<file path="config.mk">
export PLATFORM = sky130hd
export DESIGN_NAME = instr_decoder_flat
export DESIGN_NICKNAME = d
export VERILOG_FILES = /design/src/rtl/instr_decoder_if.sv /design/src/rtl/instr_decoder.sv /design/src/flat_wrapper.sv
export SDC_FILE = /design/constraint.sdc
export NUM_CORES = 1
export LEC_CHECK = 0
export ABC_AREA = 1
export ABC_CLOCK_PERIOD_IN_PS = 1000
export CAP_MARGIN = 20
export CORE_MARGIN = 5
export CORE_UTILIZATION = 30
export DETAILED_ROUTE_END_ITERATION = 16
export PLACE_DENSITY_LB_ADDON = 0.1
export RECOVER_POWER = 50
export SYNTH_ARGS = -nofsm -noshare
export SYNTH_HDL_FRONTEND = slang
export SYNTH_SLANG_ARGS = --single-unit
</file>
<file path="constraint.sdc">
create_clock -name clk -period 1 [get_ports clk]
set_input_delay 0.3 -clock clk [delete_from_list [all_inputs] [get_ports clk]]
set_output_delay 0.3 -clock clk [all_outputs]
set_load 0.05 [all_outputs]
</file>
<file path="src/rtl/instr_decoder_if.sv">
// instr_decoder_if -- bus bundle between the serial bridge, the instruction
// decoder and the register block.
//   Serial side : cs_n, byte_sync, rx_byte (in to decoder), tx_byte (out)
//   Register side: read, write, addr, data_write, err (out), data_read (in)
// Modports:
//   master - the decoder (drives strobes, address, write data, tx_byte)
//   slave  - the environment (bridge + register block)
interface instr_decoder_if;
    logic       cs_n;
    logic       byte_sync;
    logic [7:0] rx_byte;
    logic [7:0] tx_byte;
    logic       read;
    logic       write;
    logic [5:0] addr;
    logic [7:0] data_write;
    logic [7:0] data_read;
    logic       err;

    modport master (
        input  cs_n, byte_sync, rx_byte, data_read,
        output tx_byte, read, write, addr, data_write, err
    );

    modport slave (
        output cs_n, byte_sync, rx_byte, data_read,
        input  tx_byte, read, write, addr, data_write, err
    );
endinterface

</file>
<file path="src/rtl/instr_decoder.sv">
// instr_decoder -- decodes two-byte serial frames (setup byte, data byte)
// into single-cycle register read/write strobes.
//   clk   : clock, all state updates on rising edge
//   rst_n : synchronous active-low reset
//   bus   : instr_decoder_if.master (serial bytes in, register bus out,
//           tx_byte back to the bridge, err pulse)
// Setup byte: bit7 1=write/0=read, bit6 ignored, bits5:0 address.
// Optional feature macro ADDR_RANGE_CHECK_EN: setup bytes addressing above
// 6'h0D are rejected (tx_byte=8'hEE, err pulse, no strobe for that frame).
module instr_decoder (
    input  logic                   clk,
    input  logic                   rst_n,
    instr_decoder_if.master        bus
);

    typedef enum logic [1:0] {
        IDLE      = 2'd0,
        RD_ACC    = 2'd1,
        WAIT_DATA = 2'd2,
        WR_ACC    = 2'd3
    } state_t;

    state_t state;
    logic   rw;        // 1 = current frame is a write
    logic   rejected;  // current frame was refused by the address check
    logic   addr_oor;  // incoming setup byte addresses outside the map

    // Bytes only count while the frame is selected.
    logic   byte_ok;
    assign byte_ok = bus.byte_sync & ~bus.cs_n;

`ifdef ADDR_RANGE_CHECK_EN
    assign addr_oor = (bus.rx_byte[5:0] > 6'h0D);
`else
    assign addr_oor = 1'b0;
`endif

    always_ff @(posedge clk) begin
        if (!rst_n) begin
            state          <= IDLE;
            rw             <= 1'b0;
            rejected       <= 1'b0;
            bus.read       <= 1'b0;
            bus.write      <= 1'b0;
            bus.err        <= 1'b0;
            bus.addr       <= '0;
            bus.data_write <= '0;
            bus.tx_byte    <= '0;
        end else begin
            // Strobes are single-cycle by construction: cleared every edge
            // and only set on the transition into their access state.
            bus.read  <= 1'b0;
            bus.write <= 1'b0;
            bus.err   <= 1'b0;

            case (state)
                IDLE: begin
                    if (byte_ok) begin
                        bus.addr <= bus.rx_byte[5:0];
                        rw       <= bus.rx_byte[7];
                        if (addr_oor) begin
                            rejected    <= 1'b1;
                            bus.tx_byte <= 8'hEE;
                            bus.err     <= 1'b1;
                            state       <= WAIT_DATA;
                        end else begin
                            rejected <= 1'b0;
                            if (bus.rx_byte[7]) begin
                                state <= WAIT_DATA;
                            end else begin
                                bus.read <= 1'b1;
                                state    <= RD_ACC;
                            end
                        end
                    end
                end

                RD_ACC: begin
                    // The read strobe was issued this cycle, so its data is
                    // captured even if the frame is being aborted.
                    bus.tx_byte <= bus.data_read;
                    if (byte_ok) begin
                        bus.err <= 1'b1;
                    end
                    state <= bus.cs_n ? IDLE : WAIT_DATA;
                end

                WAIT_DATA: begin
                    if (bus.cs_n) begin
                        state <= IDLE;
                    end else if (bus.byte_sync) begin
                        if (rw && !rejected) begin
                            bus.data_write <= bus.rx_byte;
                            bus.write      <= 1'b1;
                            state          <= WR_ACC;
                        end else begin
                            state <= IDLE;
                        end
                    end
                end

                WR_ACC: begin
                    // Write always completes; cs_n is not checked here.
                    if (byte_ok) begin
                        bus.err <= 1'b1;
                    end
                    state <= IDLE;
                end

                default: state <= IDLE;
            endcase
        end
    end

endmodule

</file>
<file path="src/flat_wrapper.sv">
// flat-port wrapper written by rule: the top's interface ports become plain ports
module instr_decoder_flat 
  (clk, rst_n, bus_cs_n, bus_byte_sync, bus_rx_byte, bus_data_read, bus_tx_byte, bus_read, bus_write, bus_addr, bus_data_write, bus_err);
  instr_decoder_if bus_i ();
  input  logic clk;
  input  logic rst_n;
  input wire logic [$bits(bus_i.cs_n)-1:0] bus_cs_n;
  input wire logic [$bits(bus_i.byte_sync)-1:0] bus_byte_sync;
  input wire logic [$bits(bus_i.rx_byte)-1:0] bus_rx_byte;
  input wire logic [$bits(bus_i.data_read)-1:0] bus_data_read;
  output wire logic [$bits(bus_i.tx_byte)-1:0] bus_tx_byte;
  output wire logic [$bits(bus_i.read)-1:0] bus_read;
  output wire logic [$bits(bus_i.write)-1:0] bus_write;
  output wire logic [$bits(bus_i.addr)-1:0] bus_addr;
  output wire logic [$bits(bus_i.data_write)-1:0] bus_data_write;
  output wire logic [$bits(bus_i.err)-1:0] bus_err;
  assign bus_i.cs_n = bus_cs_n;
  assign bus_i.byte_sync = bus_byte_sync;
  assign bus_i.rx_byte = bus_rx_byte;
  assign bus_i.data_read = bus_data_read;
  assign bus_tx_byte = bus_i.tx_byte;
  assign bus_read = bus_i.read;
  assign bus_write = bus_i.write;
  assign bus_addr = bus_i.addr;
  assign bus_data_write = bus_i.data_write;
  assign bus_err = bus_i.err;
  instr_decoder u_core (.clk(clk), .rst_n(rst_n), .bus(bus_i));
endmodule
</file>
# Yosys cells after proc, flatten, opt, wreduce, memory -nomap -nowiden
# Index checks and enable logic that the tools add are counted.
# op_classes
n_bitwise	5
n_eq_ne	5
n_mux	10
reduce_logical	8
# ops
operator	n
2-bit two-way mux	6
2-bit one-hot mux with 4 select lines	1
2-bit AND reduction	3
2-bit equality test, second input constant	2
1-bit inverter	4
4-bit AND reduction	1
4-bit OR reduction	1
1-bit two-way mux	3
3-bit != test, second input constant	1
3-bit AND reduction	1
2-bit by 1-bit equality test with 1-bit output, second input constant	1
2-bit zero test	1
2-bit by 1-bit != test with 1-bit output, second input constant	1
2-bit OR reduction	1
1-bit AND	1
# word_totals
register_bits	28
word_cells	36

# Depth between registers and ports, before layout
# logic_depth
word_depth	4
ltp_mapped	6
depth_no_buf	6

# Worst setup path after synthesis
# No wires, ideal clock.
# synth_path
path_kind	input port to flip-flop
start	input port bus_byte_sync
end	register u_core.bus.addr[0]
required_time_ps	884
t_arrival_ps	930
setup_slack_ps	-45
stages	6
cell_sequence	buf_2 nand2_2 inv_2 nand2_1 o21ai_0 nor2_1
# synth_via
elab_chain_len	2
# synth_lines
element	line	text
from (decl)	flat_wrapper.sv:8	input wire logic [$bits(bus_i.byte_sync)-1:0] bus_byte_sync;
1-bit AND	instr_decoder.sv:30	assign byte_ok = bus.byte_sync & ~bus.cs_n;
2-bit AND reduction (no source line)	-	
to (signal assigned)	instr_decoder.sv:59	bus.addr <= bus.rx_byte[5:0];
to (decl)	instr_decoder_if.sv:22	output tx_byte, read, write, addr, data_write, err
# No other way between the ends.
# A chain may end at the register's enable or synchronous reset.

# Worst setup path in the final report
# layout_path
start	register u_core.bus.addr[5]
end	output port bus_addr[5]
# layout_lines
element	line	text
to (decl)	flat_wrapper.sv:14	output wire logic [$bits(bus_i.addr)-1:0] bus_addr;
# No word-level cell between the ends.

==> results.tsv <==
metric	value	unit
Initial Utilization	0.306	
Port Buffers	44	
Switching Share	0.285	
sequential cell area	604	um^2
most frequent cells in the layout	47 x nor2_1, 25 x buf_12, 23 x dfxtp_2	
root buf cell	clkbuf_8	
Design Power	2.46	mW
final worst setup slack	-76.1	ps
GPL Wtd Cong	0.711	
total wire length	2990	um
Max IR drop VDD	0.000719	V
sw power	0.700	mW
Num CTS Buffers	3	
Crit path max-delay family	flip-flops	
worst hold start	u_core.rw$_SDFFE_PN0P_	
slowest cell on the critical path	dfxtp_4	
worst path arrival time	780	ps
Placed Cells	251	
Max Fclk	929	MHz
CP Cell Sequence	buf_12	
Rel. slew slack	0.797	
starting DRC count in detailed routing	51	
slowest stage delay, CP	370	ps
final std cells w/o fill	256	
Most Crowded Layer GR	met2	
Antenna diodes	0	
actual slew at the worst max-slew pin	304	ps
post-synth cell types	16	
clk buf depth	2	
number of global-route vias before repair	1152	
Vias/cell	4.39	
Antenna Nets Post-Route	0	
fin crit period	1080	ps
M3 GR Usage	0.0469	
FF-to-FF path depth	5	
Worst R2R Start	u_core.state[0]$_SDFFE_PN0P_	
clock share of power	0.241	
Multi-input gate area	504	um^2
cts hold-fix bufs	0	
synthesized area per cell	7.37	um^2
RSZ-0062 raised after global routing	true	
M1 GR Usage	0.132	
Synth-to-Final Area Change	89.2	%
die height	70.7	um
max_cap viols	0	
Synth Register Bits	28	
Worst-Skew Late Latency	270	ps
H-tree level count	1	
Remaining Overflow, GRT	0	
Critical Path Fanout Max	2	
Seq/Total Area, Yosys	0.507	
fraction of layout cells with a size suffix above 1	0.438	
number of antenna violations at the first check in global routing	0	
cell depth of the worst hold path	2	
Chip Width	70.7	um
Post-route DRC	0	
met2 Track Usage GR	0.223	
Syn Nets	170	
Cell Area, Synth	1100	um^2
Worst setup EP type	primary output	
DIE AREA	5000	um^2
commonest non-fill, non-tap cell in the layout	nor2_1	
dpl hpwl	2320	um
DRT Pass-1 Iters	4	
Cells after Synth	150	
Worst EP required	700	ps
Crit path depth	1	
Hold Path Class	flip-flop to flip-flop	
Setup Skew	1.54	ps
nets	230	
Flop pwr share	0.498	
Tot GR Track Use	0.124	
Layout fillers	349	
core area	3610	um^2
r2r setup slk	-10	ps
Power Dens Cells	1180	nW/um^2
worst hold endpoint	u_core.rw$_SDFFE_PN0P_	
Combinational Power Share	0.261	
Top Ports	45	
Period Utilization, post-route	1.08	
final hold vios	0	
Ys Warns	0	
largest net degree at the start of global routing	15	
CTS Sinks	28	
Internal	1.76	mW
status	finished with violations	
Critical R2R Capture	u_core.rw$_SDFFE_PN0P_	
CTS tree	done	
critical path startpoint category	flip-flop	
via count	1124	
drt wl/cell	11.7	um
Critical path buffers and inverters	1	
Final setup viols	31	
first-pass GRT wire length	5160	um
failing checks	negative setup slack	
row count	22	
fin. max-slew vios	0	
Leak Pwr	0.910	nW
clk slew on worst S/H paths	90	ps
crit path kind	flip-flop to primary output	
power by group through the flow:
stage          logic, mW  registers (mW)  clock network [mW]
2_1_floorplan      0.149            1.35                   0
3_3_place_gp       0.599            1.24                   0
3_5_place_dp       0.603            1.24                   0
4_1_cts            0.616            1.22               0.636
5_1_grt            0.688            1.23               0.678
6_report           0.642            1.22               0.592
Yosys cell counts:
cell	instances	area, um^2
inv_2	2	7.51
o21ai_1	1	5.00
inv_1	14	52.6
nand3_1	4	20.0
dfxtp_1	28	561
nand2_2	2	12.5
clkbuf_1	2	7.51
nor3_1	1	5.00
a21oi_1	2	10.0
nor2_1	50	188
nand4_1	8	50.1
clkinv_2	1	5.00
nor2_4	4	45.0
buf_2	2	10.0
o21ai_0	14	70.1
nand2_1	15	56.3
through the flow:
step	hold WS, ps	utilization	cell area, um^2	worst slack [ps]	TNS (ps)
6_report	485	0.580	2090	-76.1	-1640
5_1_grt	516	0.580	2090	-119	-4030
4_1_cts	474	0.563	2030	-97.7	-1970
3_5_place_dp	461	0.537	1940	-529	-11600
3_3_place_gp	455	0.537	1940	-499	-11090
2_1_floorplan	435	-	1110	1.16	0
cell type report:
cell class	instances	share of cell area
inverter	17	0.0311
tap	48	0.0287
timing repair buffer	59	0.390
sequential	28	0.289
clock buffer	3	0.0197
multi-input combinational	101	0.241
registers in the layout, indices dropped and copies added, names as in the netlist:
name / cells
u_core.bus.tx_byte: 8
u_core.bus.data_write: 8
u_core.bus.addr: 6
u_core.rw: 1
u_core.state: 2
u_core.bus.write: 1
u_core.bus.err: 1
u_core.bus.read: 1
what timing repair did:
action                                  CTS  global route
endpoints found under the setup margin   53            51
cloned                                    0             1
pin swaps                                 9            18
setup buffers                             0             1
gates resized for setup                  44            18
worst max path at each step:
stage                                    startpoint  slack, ps                               to
finish              u_core.bus.addr[5]$_SDFFE_PN0P_        -80                      bus_addr[5]
floorplan                             bus_byte_sync          1  u_core.bus.addr[0]$_SDFFE_PN0P_
CTS                 u_core.bus.addr[4]$_SDFFE_PN0P_       -100                      bus_addr[4]
detailed placement                         bus_cs_n       -530  u_core.bus.addr[5]$_SDFFE_PN0P_
global placement                           bus_cs_n       -500  u_core.bus.addr[0]$_SDFFE_PN0P_
global route                               bus_cs_n       -120  u_core.bus.addr[0]$_SDFFE_PN0P_
cell families after synthesis:
| kind of cell | share of synthesized area |
|---|---|
| buffers and inverters | 0.0747 |
| AND/OR/NAND/NOR | 0.341 |
| AO/OA/AOI/OAI | 0.0770 |
| flip-flops | 0.507 |
routing by layer:
metal  part of all wire  wire (um)
met4             0.0094         28
met2               0.53       1600
met5                  0          0
met3              0.083        249
met1               0.37       1110
Power figures use the tool's default switching activity.
